===== src/rtl/code_loader.sv =====
// -----------------------------------------------------------------------------
// code_loader
//
// Receives a framed program image over a byte stream and writes it into the
// processor's code memory, then releases the processor with `run`.
//
// Frame on the wire:  A5, LEN_HI, LEN_LO, {HI, LO} x N, CHK
//   N   = {LEN_HI[0], LEN_LO} + 1   (1..512 words, LEN_HI[7:1] must be 0)
//   CHK = 8-bit sum of all HI/LO data bytes
//
// Handshake: a byte is consumed on a rising clk edge where rx_valid and
// rx_ready are both 1. rx_ready depends only on the current state, never on
// rx_valid, so a source may hold rx_valid high across stalled cycles.
//
// Ports
//   clk, rst_n         clock, asynchronous active-low reset
//   rx_valid, rx_data  byte offered by the serial receiver
//   rx_ready           loader can take a byte this cycle
//   code_w_en          one-cycle code-memory write strobe
//   code_addr_in       code-memory write address (holds between writes)
//   code_in            code-memory write word (holds between writes)
//   run                processor run enable (only after a good frame)
//   busy               frame in progress
//   error              frame rejected; sticky until reset
//   dbg_state          current FSM state, for checkers and debug
// -----------------------------------------------------------------------------
module code_loader #(
  parameter int TIMEOUT = 50000
) (
  input  logic        clk,
  input  logic        rst_n,
  input  logic        rx_valid,
  input  logic [7:0]  rx_data,
  output logic        rx_ready,
  output logic        code_w_en,
  output logic [8:0]  code_addr_in,
  output logic [15:0] code_in,
  output logic        run,
  output logic        busy,
  output logic        error,
  output logic [3:0]  dbg_state
);

  localparam int TW = $clog2(TIMEOUT + 1);
  localparam logic [TW-1:0] TMO_LAST = TW'(TIMEOUT - 1);

  localparam logic [3:0] S_IDLE    = 4'd0;
  localparam logic [3:0] S_LEN_HI  = 4'd1;
  localparam logic [3:0] S_LEN_LO  = 4'd2;
  localparam logic [3:0] S_DATA_HI = 4'd3;
  localparam logic [3:0] S_DATA_LO = 4'd4;
  localparam logic [3:0] S_WRITE   = 4'd5;
  localparam logic [3:0] S_CHK     = 4'd6;
  localparam logic [3:0] S_RUN     = 4'd7;
  localparam logic [3:0] S_ERR     = 4'd8;

  logic [3:0]    state;
  logic [8:0]    count;   // N - 1, compared against the word index
  logic [8:0]    index;
  logic [7:0]    csum;
  logic [TW-1:0] tmo;
  logic          accept;
  logic          timed;
  logic          tmo_hit;

  assign dbg_state = state;

  // All status outputs decode straight from the state register, so an
  // asynchronous reset drops run and code_w_en without waiting for a clock.
  always_comb begin
    rx_ready  = 1'b0;
    code_w_en = 1'b0;
    run       = 1'b0;
    busy      = 1'b0;
    error     = 1'b0;
    case (state)
      S_IDLE: rx_ready = 1'b1;
      S_LEN_HI, S_LEN_LO, S_DATA_HI, S_DATA_LO, S_CHK: begin
        rx_ready = 1'b1;
        busy     = 1'b1;
      end
      S_WRITE: begin
        code_w_en = 1'b1;
        busy      = 1'b1;
      end
      S_RUN: run = 1'b1;
      S_ERR: error = 1'b1;
      default: ;
    endcase
  end

  assign accept = rx_valid & rx_ready;
  // States that wait on the sender; WRITE counts idle time but never expires.
  assign timed  = busy & ~code_w_en;
  // '>=' rather than '==': the counter may step past TMO_LAST during WRITE.
  assign tmo_hit = timed & ~accept & (tmo >= TMO_LAST);

  always_ff @(posedge clk or negedge rst_n) begin
    if (!rst_n) begin
      state        <= S_IDLE;
      count        <= '0;
      index        <= '0;
      csum         <= '0;
      tmo          <= '0;
      code_addr_in <= '0;
      code_in      <= '0;
    end else begin
      if (accept || !busy) tmo <= '0;
      else                 tmo <= tmo + TW'(1);

      if (tmo_hit) begin
        state <= S_ERR;
      end else begin
        case (state)
          S_IDLE:
            if (accept && rx_data == 8'hA5) state <= S_LEN_HI;
          S_LEN_HI:
            if (accept) begin
              if (rx_data[7:1] != 7'd0) begin
                state <= S_ERR;
              end else begin
                count[8] <= rx_data[0];
                state    <= S_LEN_LO;
              end
            end
          S_LEN_LO:
            if (accept) begin
              count[7:0] <= rx_data;
              index      <= '0;
              csum       <= '0;
              state      <= S_DATA_HI;
            end
          S_DATA_HI:
            if (accept) begin
              code_in[15:8] <= rx_data;
              csum          <= csum + rx_data;
              state         <= S_DATA_LO;
            end
          S_DATA_LO:
            if (accept) begin
              code_in[7:0] <= rx_data;
              csum         <= csum + rx_data;
              // Separate address register so the address presented during
              // WRITE survives the index increment that follows it.
              code_addr_in <= index;
              state        <= S_WRITE;
            end
          S_WRITE:
            if (index == count) begin
              state <= S_CHK;
            end else begin
              index <= index + 9'd1;
              state <= S_DATA_HI;
            end
          S_CHK:
            if (accept) state <= (rx_data == csum) ? S_RUN : S_ERR;
          default: ;  // RUN and ERR hold until reset
        endcase
      end
    end
  end

endmodule

===== config.mk =====
export PLATFORM = sky130hd
export DESIGN_NAME = code_loader
export DESIGN_NICKNAME = d
export VERILOG_FILES = /design/src/rtl/code_loader.sv
export SDC_FILE = /design/constraint.sdc
export NUM_CORES = 1
export LEC_CHECK = 0
export BUFFER_PORTS_ARGS = -buffer_cell sky130_fd_sc_hd__clkbuf_2
export CORE_MARGIN = 1.5
export CORE_UTILIZATION = 55
export DETAILED_ROUTE_END_ITERATION = 8
export GPL_TIMING_DRIVEN = 0
export PLACE_DENSITY_LB_ADDON = 0.2
export SLEW_MARGIN = 20
export SYNTH_ARGS = -nofsm -noshare
export SYNTH_HDL_FRONTEND = slang
export SYNTH_SLANG_ARGS = --single-unit

===== constraint.sdc =====
create_clock -name clk -period 2.71 [get_ports clk]
set_input_delay 0.271 -clock clk [delete_from_list [all_inputs] [get_ports clk]]
set_output_delay 0.271 -clock clk [all_outputs]
set_load 0.01 [all_outputs]

* Yosys cells after proc, flatten, opt, wreduce, memory -nomap -nowiden
Cells that the tools add are included.
Word-level totals: bits in registers 71, input bits 11, output and inout bits 34, logic and storage cells 82
Operators by class: add/sub/neg operators 3, order comparisons 1, equal/unequal tests 20, multiplexer cells 23, bitwise logic cells 8, reduce and logical (&&, ||, !) cells 18
Operators with widths (number):
- $mux 4 | 9
- $pmux 4 s7 | 1
- $mux 9 | 2
- $ne 3x3->1 const B | 6
- $pmux 9 s2 | 1
- $add 16x1->16 const B | 1
- $eq 4x3->1 const B | 4
- $ge 16x16->1 const B | 1
- $mux 16 | 1
- $mux 8 | 2
- $pmux 8 s2 | 1
- $reduce_and 4->1 | 3
- $reduce_or 6->1 | 2
- $add 9x1->9 const B | 1
- $eq 9x9->1 | 1
- $reduce_and 3->1 | 3
- $add 8x8->8 | 1
- $eq 4x2->1 const B | 2
- $eq 8x8->1 | 1
- $eq 8x8->1 const B | 1
- $reduce_bool 8->1 | 1
- $reduce_and 7->1 | 1
- $reduce_bool 7->1 | 1
- $mux 1 | 5
- 13 further kinds | 21

* Depth between registers and ports, before layout
Gate-level depths: netlist of the first run.
depth in word-level cells 9, gate-level depth with buffers 7

* Worst setup path before layout of the first run
OpenSTA, ideal clock, no wires.
kind reg2reg, start point register csum[0], end point register csum[6], setup time 0.121 ns, arrival time 1.772 ns, path slack 0.817 ns, cell stages (with the launch flop) 8, period minus slack after synthesis 1.893 ns, path through dfrtp_1 > ha_1 > fa_1 > a21o_1 > a21oi_1 > o21ai_0 > xor2_1 > a22o_1
Between the ends: cells in the longest elaborated chain, start to end 3
RTL lines:
- start: declaration | line 60 | logic [7:0] csum;
- start signal: assignment | line 136 | csum <= csum + rx_data;
- start signal: assignment | line 142 | csum <= csum + rx_data;
- $add 8x8->8 | line 136, 142
- $mux 8 | line 134, 140
- $pmux 8 s2 | line 114 | case (state)
No other way between the ends. The select of a mux whose other input is x is not followed. A chain may end at the register's enable or synchronous reset.

* Worst setup path after layout of the first run
start point register state[3], in the netlist dbg_state[3], end point register count[6]
Between the ends: cells in the longest elaborated chain, start to end 9
RTL lines:
- start: declaration | line 57 | logic [3:0] state;
- start signal: assignment | line 156 | if (accept) state <= (rx_data == csum) ? S_RUN : S_ERR;
- $eq 4x3->1 (tied with other cells) | line 76 | case (state)
- $reduce_or 6->1 (no line)
- $mux 1 | line 76
- $and 1x1->1 | line 92 | assign accept = rx_valid & rx_ready;
- $not 1->1 | line 96 | assign tmo_hit = timed & ~accept & (tmo >= TMO_LAST);
- $and 1x1->1 (2 in series) | line 96
- $not 1->1 (no line)
- $reduce_and 3->1 (no line) *
- end signal: assignment | line 128 | count[7:0] <= rx_data;
- end: declaration | line 58 | logic [8:0] count;
Every way passes the cells marked *; elsewhere a longest branch is shown, timed or not.

==> qor.csv, run 1 <==
metric,value,unit
status,"complete, no violations",
"Top FF cell, synth",dfrtp_1,
largest family of logic cells by synthesized area,simple AND/OR/NAND/NOR gates,
post-synthesis sequential area ratio,48.7,%
final design utilization,66.3,%
highest net fanout along the worst path,10,
dpl hpwl,5480,microns
max-cap violations,0,
post-synthesis adder-cell area fraction,3.64,%
antenna violations before repair,0,
asr flop ratio synth,100,%
chip width,84.4,microns
GRT Residual Overflow,0,
Crit Path Category,flop to flop,
Tcrit/Tclk final,84.9,%
minimum clock period after layout,2300,ps
first-pass GRT wire length,13300,microns
NumNets Final,418,
vias in the first global route,2916,
Tightest Pin Transition,743,ps
clk_lat worst skew,340,ps
pwr/cell area,509,nW/um^2
net count after synthesis,363,
Cells after Synth,342,
Routed WL,7740,microns
via count,2811,
top post-synthesis cells by area,"dfrtp_1 49%, mux2_2 11%, xor2_1 3.6%, ha_1 3.1%, nor2_1 3.1%",
Vias/cell,5.87,
top-level I/O count,45,
DR pass1 iterations,4,
CTS tree,built,
Setup Skew,10.5,ps
Num CTS Buffers,9,
area growth from synthesis to layout,16.2,%
layout cells sized above 1,26.9,%
hold path depth,2,
Slew Limit Fails,0,
DRT iter0 DRCs,175,
XOR/XNOR Fraction of Synth Area,6.49,%
pin count of the biggest net entering global routing,51,
reg2reg path depth,6,
DRC viols,0,
relative slew slack,50.1,%
Initial Utilization,57.1,%
# setup viols final,0,
Worst Path Required,2940,ps
static leakage,0.00203,uW
Final ANT Viol Nets,0,
Final Power,2150,uW
top-area cell type share of the netlist area,48.7,%
RSZ-0062 raised after global routing,no,
fmax,0.435,GHz
fillers,508,
synth unique cells,49,
hold crit path type,input port to flop,
Sink Count,71,
GRT Total Usage,23.4,%
CP Launch Type,flop,
Max clock buf depth,2,
Core Rows,29,
Compound-Gate Fraction of Synth Area,12.4,%
wire per inst,16.1,microns
Port-buffer cells,42,
Ys Warns,0,
Core Region,6390,sq um
CP Capture Type,flop,
final setup margin,410,ps
"EDFF count, synth",0,
die area,7130,sq um
Setup TNS,0,ps
dpl ws,480,ps
# H-tree levels,3,
Synth Cell Area,3650,sq um
antenna cells,0,
dpl cell area,3980,sq um
root buf cell,clkbuf_8,
"Non-Filler Cell Area, Final",4240,sq um
Die Ht,84.4,microns
"CTS clk-pin slew, worst paths",80,ps
simple-gate share of the synthesized area,15.5,%
routability cong.,0.881,
Worst IR Drop VDD,0.000351,V
endpoints failing hold,0,
Post CTS Setup Buffer Count,0,
CP arrival,2530,ps
mux cell area share after synthesis,10.5,%
post-synth top area cell,dfrtp_1,
Syn Area/Cell,10.7,sq um
Yosys reg bits,71,
## repair_timing
item	CTS	global route
gates resized for setup	0	0
endpoints found under the setup margin	0	0
endpoints found under the hold margin	21	0
hold buffers	1	0
## layout by cell type (no fill, tap or decap), drive strengths merged, types with 2 or more instances in the layout
cell type	instances
clkbuf	54
a31oi	5
nand2	21
nor4	5
a22o	11
a21oi	11
a21o	2
ha	9
nand4	4
o21ai	19
nor2	30
or4	2
clkinv	2
xor2	15
nand3	14
mux2	34
nor3	13
nor2b	7
nand2b	4
or3	3
inv	12
o211ai	4
and2	2
buf	10
xnor2	12
dfrtp	71
bufinv	3
## worst max-delay path: stages, from the launching register on
cell,delay [ps]
dfrtp_1,380
buf_2,180
inv_1,130
nand2_1,140
nor3_1,610
buf_2,370
mux2_2,370
## Yosys cell counts, drive strengths merged, types with 2 or more instances
master,n
nand4,4
a22o,11
nand3,14
or3,3
nor3,13
nand2b,4
ha,9
dfrtp,71
mux2,34
nor2b,7
o211ai,4
nor2,30
clkbuf,3
and2,2
inv,11
or4,2
buf,9
a21o,2
a21oi,11
o21ai,19
xor2,15
a31oi,5
xnor2,12
nor4,5
nand2,21
## flip-flops by register name, indices dropped and copies added, names as in the netlist
name          cells
tmo              16
count             9
code_addr_in      9
dbg_state         4
csum              8
code_in          16
index             9
## worst paths after layout
path | start | end | slack, ps
max in group asynchronous | rst_n | tmo[5] | 1750
worst min-delay path | rx_data[3] | code_in[11] | 260
min in group asynchronous | rst_n | code_in[14] | 410
worst max-delay path | dbg_state[3] | count[6] | 410
worst max register to register | dbg_state[3] | count[6] | 410
worst min register to register | tmo[0] | tmo[0] | 450
## final cells by class
class	instances	area, sq um	area share (%)
Sequential cell	71	1780	41.9
Buffer	12	56.3	1.33
Inverter	11	41.3	0.975
Clock inverter	7	120	2.84
Tap cell	77	96.3	2.27
Clock buffer	9	124	2.92
Multi-Input combinational cell	248	1770	41.8
Timing Repair Buffer	44	250	5.91
## logic make-up (layout without fill, tap and decap cells)
logic type / count (synthesis) / in the layout
compound gates: 66 / 66
simple gates: 111 / 111
flops: 71 / 71
mux: 34 / 34
xor+xnor: 27 / 27
buf+inv: 23 / 83
fa+ha+maj: 10 / 10
## power by group
part	internal [uW]	switching [uW]	total, uW
clock	614	413	1030
sequential	1060	0.0451	1060
combinational	21.2	47.4	68.5
total	1690	461	2150
## per-layer routing
metal / part of all wire [%] / GRT usage (%) / routed length [microns]
met5: 0 / 0 / 0
met4: 1.9 / 10.9 / 144
met3: 3.5 / 4.33 / 270
met2: 49 / 38.6 / 3830
met1: 45 / 30.2 / 3490
## through the flow
| stage | cells | hold WS [ps] |
|---|---|---|
| global placement | 461 | 437 |
| CTS | 479 | 253 |
| floorplan | 342 | -24.6 |
| global route | 479 | 266 |
| finish | 479 | 260 |
| detailed placement | 462 | 227 |
Power figures use the tool's default switching activity.
==> run 2: changes to the inputs <==
==> constraint.sdc (replaced) <==
create_clock -name clk -period 2.3 [get_ports clk]
set_input_delay 0.23 -clock clk [delete_from_list [all_inputs] [get_ports clk]]
set_output_delay 0.23 -clock clk [all_outputs]
set_load 0.01 [all_outputs]
==> qor.csv, run 2 (synthesized netlist as in run 1, its figures left out) <==
metric,value,unit
Non-Filler Instances,479,
die area,7130,sq um
static leakage,0.00203,uW
CP Capture Type,flop,
root buf cell,clkbuf_8,
highest net fanout along the worst path,10,
Setup TNS,0,ps
clk_lat worst skew,350,ps
Max clock buf depth,2,
routability cong.,0.881,
DRC viols,0,
antenna cells,0,
Worst IR Drop VDD,0.000415,V
Num CTS Buffers,9,
hold crit path type,input port to flop,
top-level I/O count,45,
endpoints failing hold,0,
Worst Path Required,2540,ps
Slew Limit Fails,0,
DR pass1 iterations,4,
Crit Path Category,flop to flop,
chip width,84.4,microns
status,"complete, no violations",
"Non-Filler Cell Area, Final",4240,sq um
"CTS clk-pin slew, worst paths",80,ps
"most common cell after layout, fill and taps aside",dfrtp_1,
fmax,0.480,GHz
dpl cell area,3980,sq um
Port-buffer cells,42,
relative slew slack,54.4,%
antenna violations before repair,0,
Die Ht,84.4,microns
# setup viols final,0,
# H-tree levels,3,
dpl hpwl,5480,microns
NumNets Final,418,
Top Registers,"code_in x16, tmo x16",
Routed WL,7730,microns
RSZ-0062 raised after global routing,no,
DRT iter0 DRCs,200,
CTS tree,built,
Tcrit/Tclk final,90.7,%
wire per inst,16.1,microns
Final ANT Viol Nets,0,
GRT Residual Overflow,0,
CP arrival,2320,ps
layout cells sized above 1,27.1,%
CP Launch Type,flop,
Vias/cell,5.91,
Post CTS Setup Buffer Count,0,
Core Rows,29,
minimum clock period after layout,2090,ps
GRT Total Usage,23.4,%
Tightest Pin Transition,680,ps
max-cap violations,0,
Setup Skew,11.5,ps
area growth from synthesis to layout,16.3,%
vias in the first global route,2916,
Core Region,6390,sq um
first-pass GRT wire length,13300,microns
via count,2829,
pwr/cell area,599,nW/um^2
Placed Instances,462,
final design utilization,66.4,%
pin count of the biggest net entering global routing,51,
Initial Utilization,57.1,%
Sink Count,71,
"commonest cells after routing, fill and taps aside","71 x dfrtp_1, 41 x clkbuf_2, 34 x mux2_2, 30 x nor2_1, 21 x nand2_1",
-- run 2: cell counts in the layout (fill, tap and decap cells not counted) --
No cell type changed its count.
-- run 2: final cells by class --
cell class,count,area (sq um)
clock buffers,9,124
plain buffers,12,56.3
fillers,507,2140
flip-flops and latches,71,1780
clock inverters,7,120
inverters,11,41.3
multi-input cells,248,1780
repair buffers,44,250
well taps,77,96.3
-- run 2: per-stage QoR --
| stage | setup WS, ps | power (uW) | hold WS [ps] |
|---|---|---|---|
| 2_1_floorplan | 407 | 1300 | -65.6 |
| 3_3_place_gp | 133 | 1350 | 437 |
| 3_5_place_dp | 69.8 | 1350 | 186 |
| 4_1_cts | 21.1 | 2570 | 212 |
| 5_1_grt | 9.68 | 2620 | 225 |
| 6_report | 215 | 2540 | 220 |
-- run 2: path summary, 6_finish.rpt --
check / start / to / slack, ps / cells past startpoint
setup / recovery: dbg_state[1] / index[7] / 220 / 6
hold / removal: rx_data[3] / code_in[11] / 220 / 2
setup reg to reg: dbg_state[1] / index[7] / 220 / 6
hold reg to reg: tmo[0] / tmo[0] / 450 / 1
max in group asynchronous: rst_n / tmo[5] / 1380 / 3
min in group asynchronous: rst_n / code_in[14] / 370 / 2
-- run 2: power breakdown --
part	internal, uW	total, uW	leakage, uW	switching (uW)
Sequential	1250	1250	0.000956	0.0535
Clock	724	1210	0.000120	489
Combinational	25.0	80.8	0.000956	55.8
Total	2000	2540	0.00203	545
-- run 2: metal layers --
layer / routed length, microns / part of all wire, % / vias to the layer above / global-route usage, %
li1: - / - / 1350 / -
met1: 3430 / 44 / 1391 / 30.2
met2: 3840 / 50 / 75 / 38.6
met3: 319 / 4.1 / 13 / 4.33
met4: 146 / 1.9 / 0 / 10.9
met5: 0 / 0 / - / 0
-- run 2: repair_timing --
item | CTS | global route
resized for setup | 0 | 1
endpoints found under the hold margin | 21 | 0
setup endpoints to repair | 0 | 11
hold buffers | 1 | 0
-- run 2: critical path: stages, from the launching register on --
cell and delay [ps]:
dfrtp_1 420, nor2b_1 280, nand2_1 250, a31oi_1 370, buf_2 290, o21ai_0 130
a22o_1 250
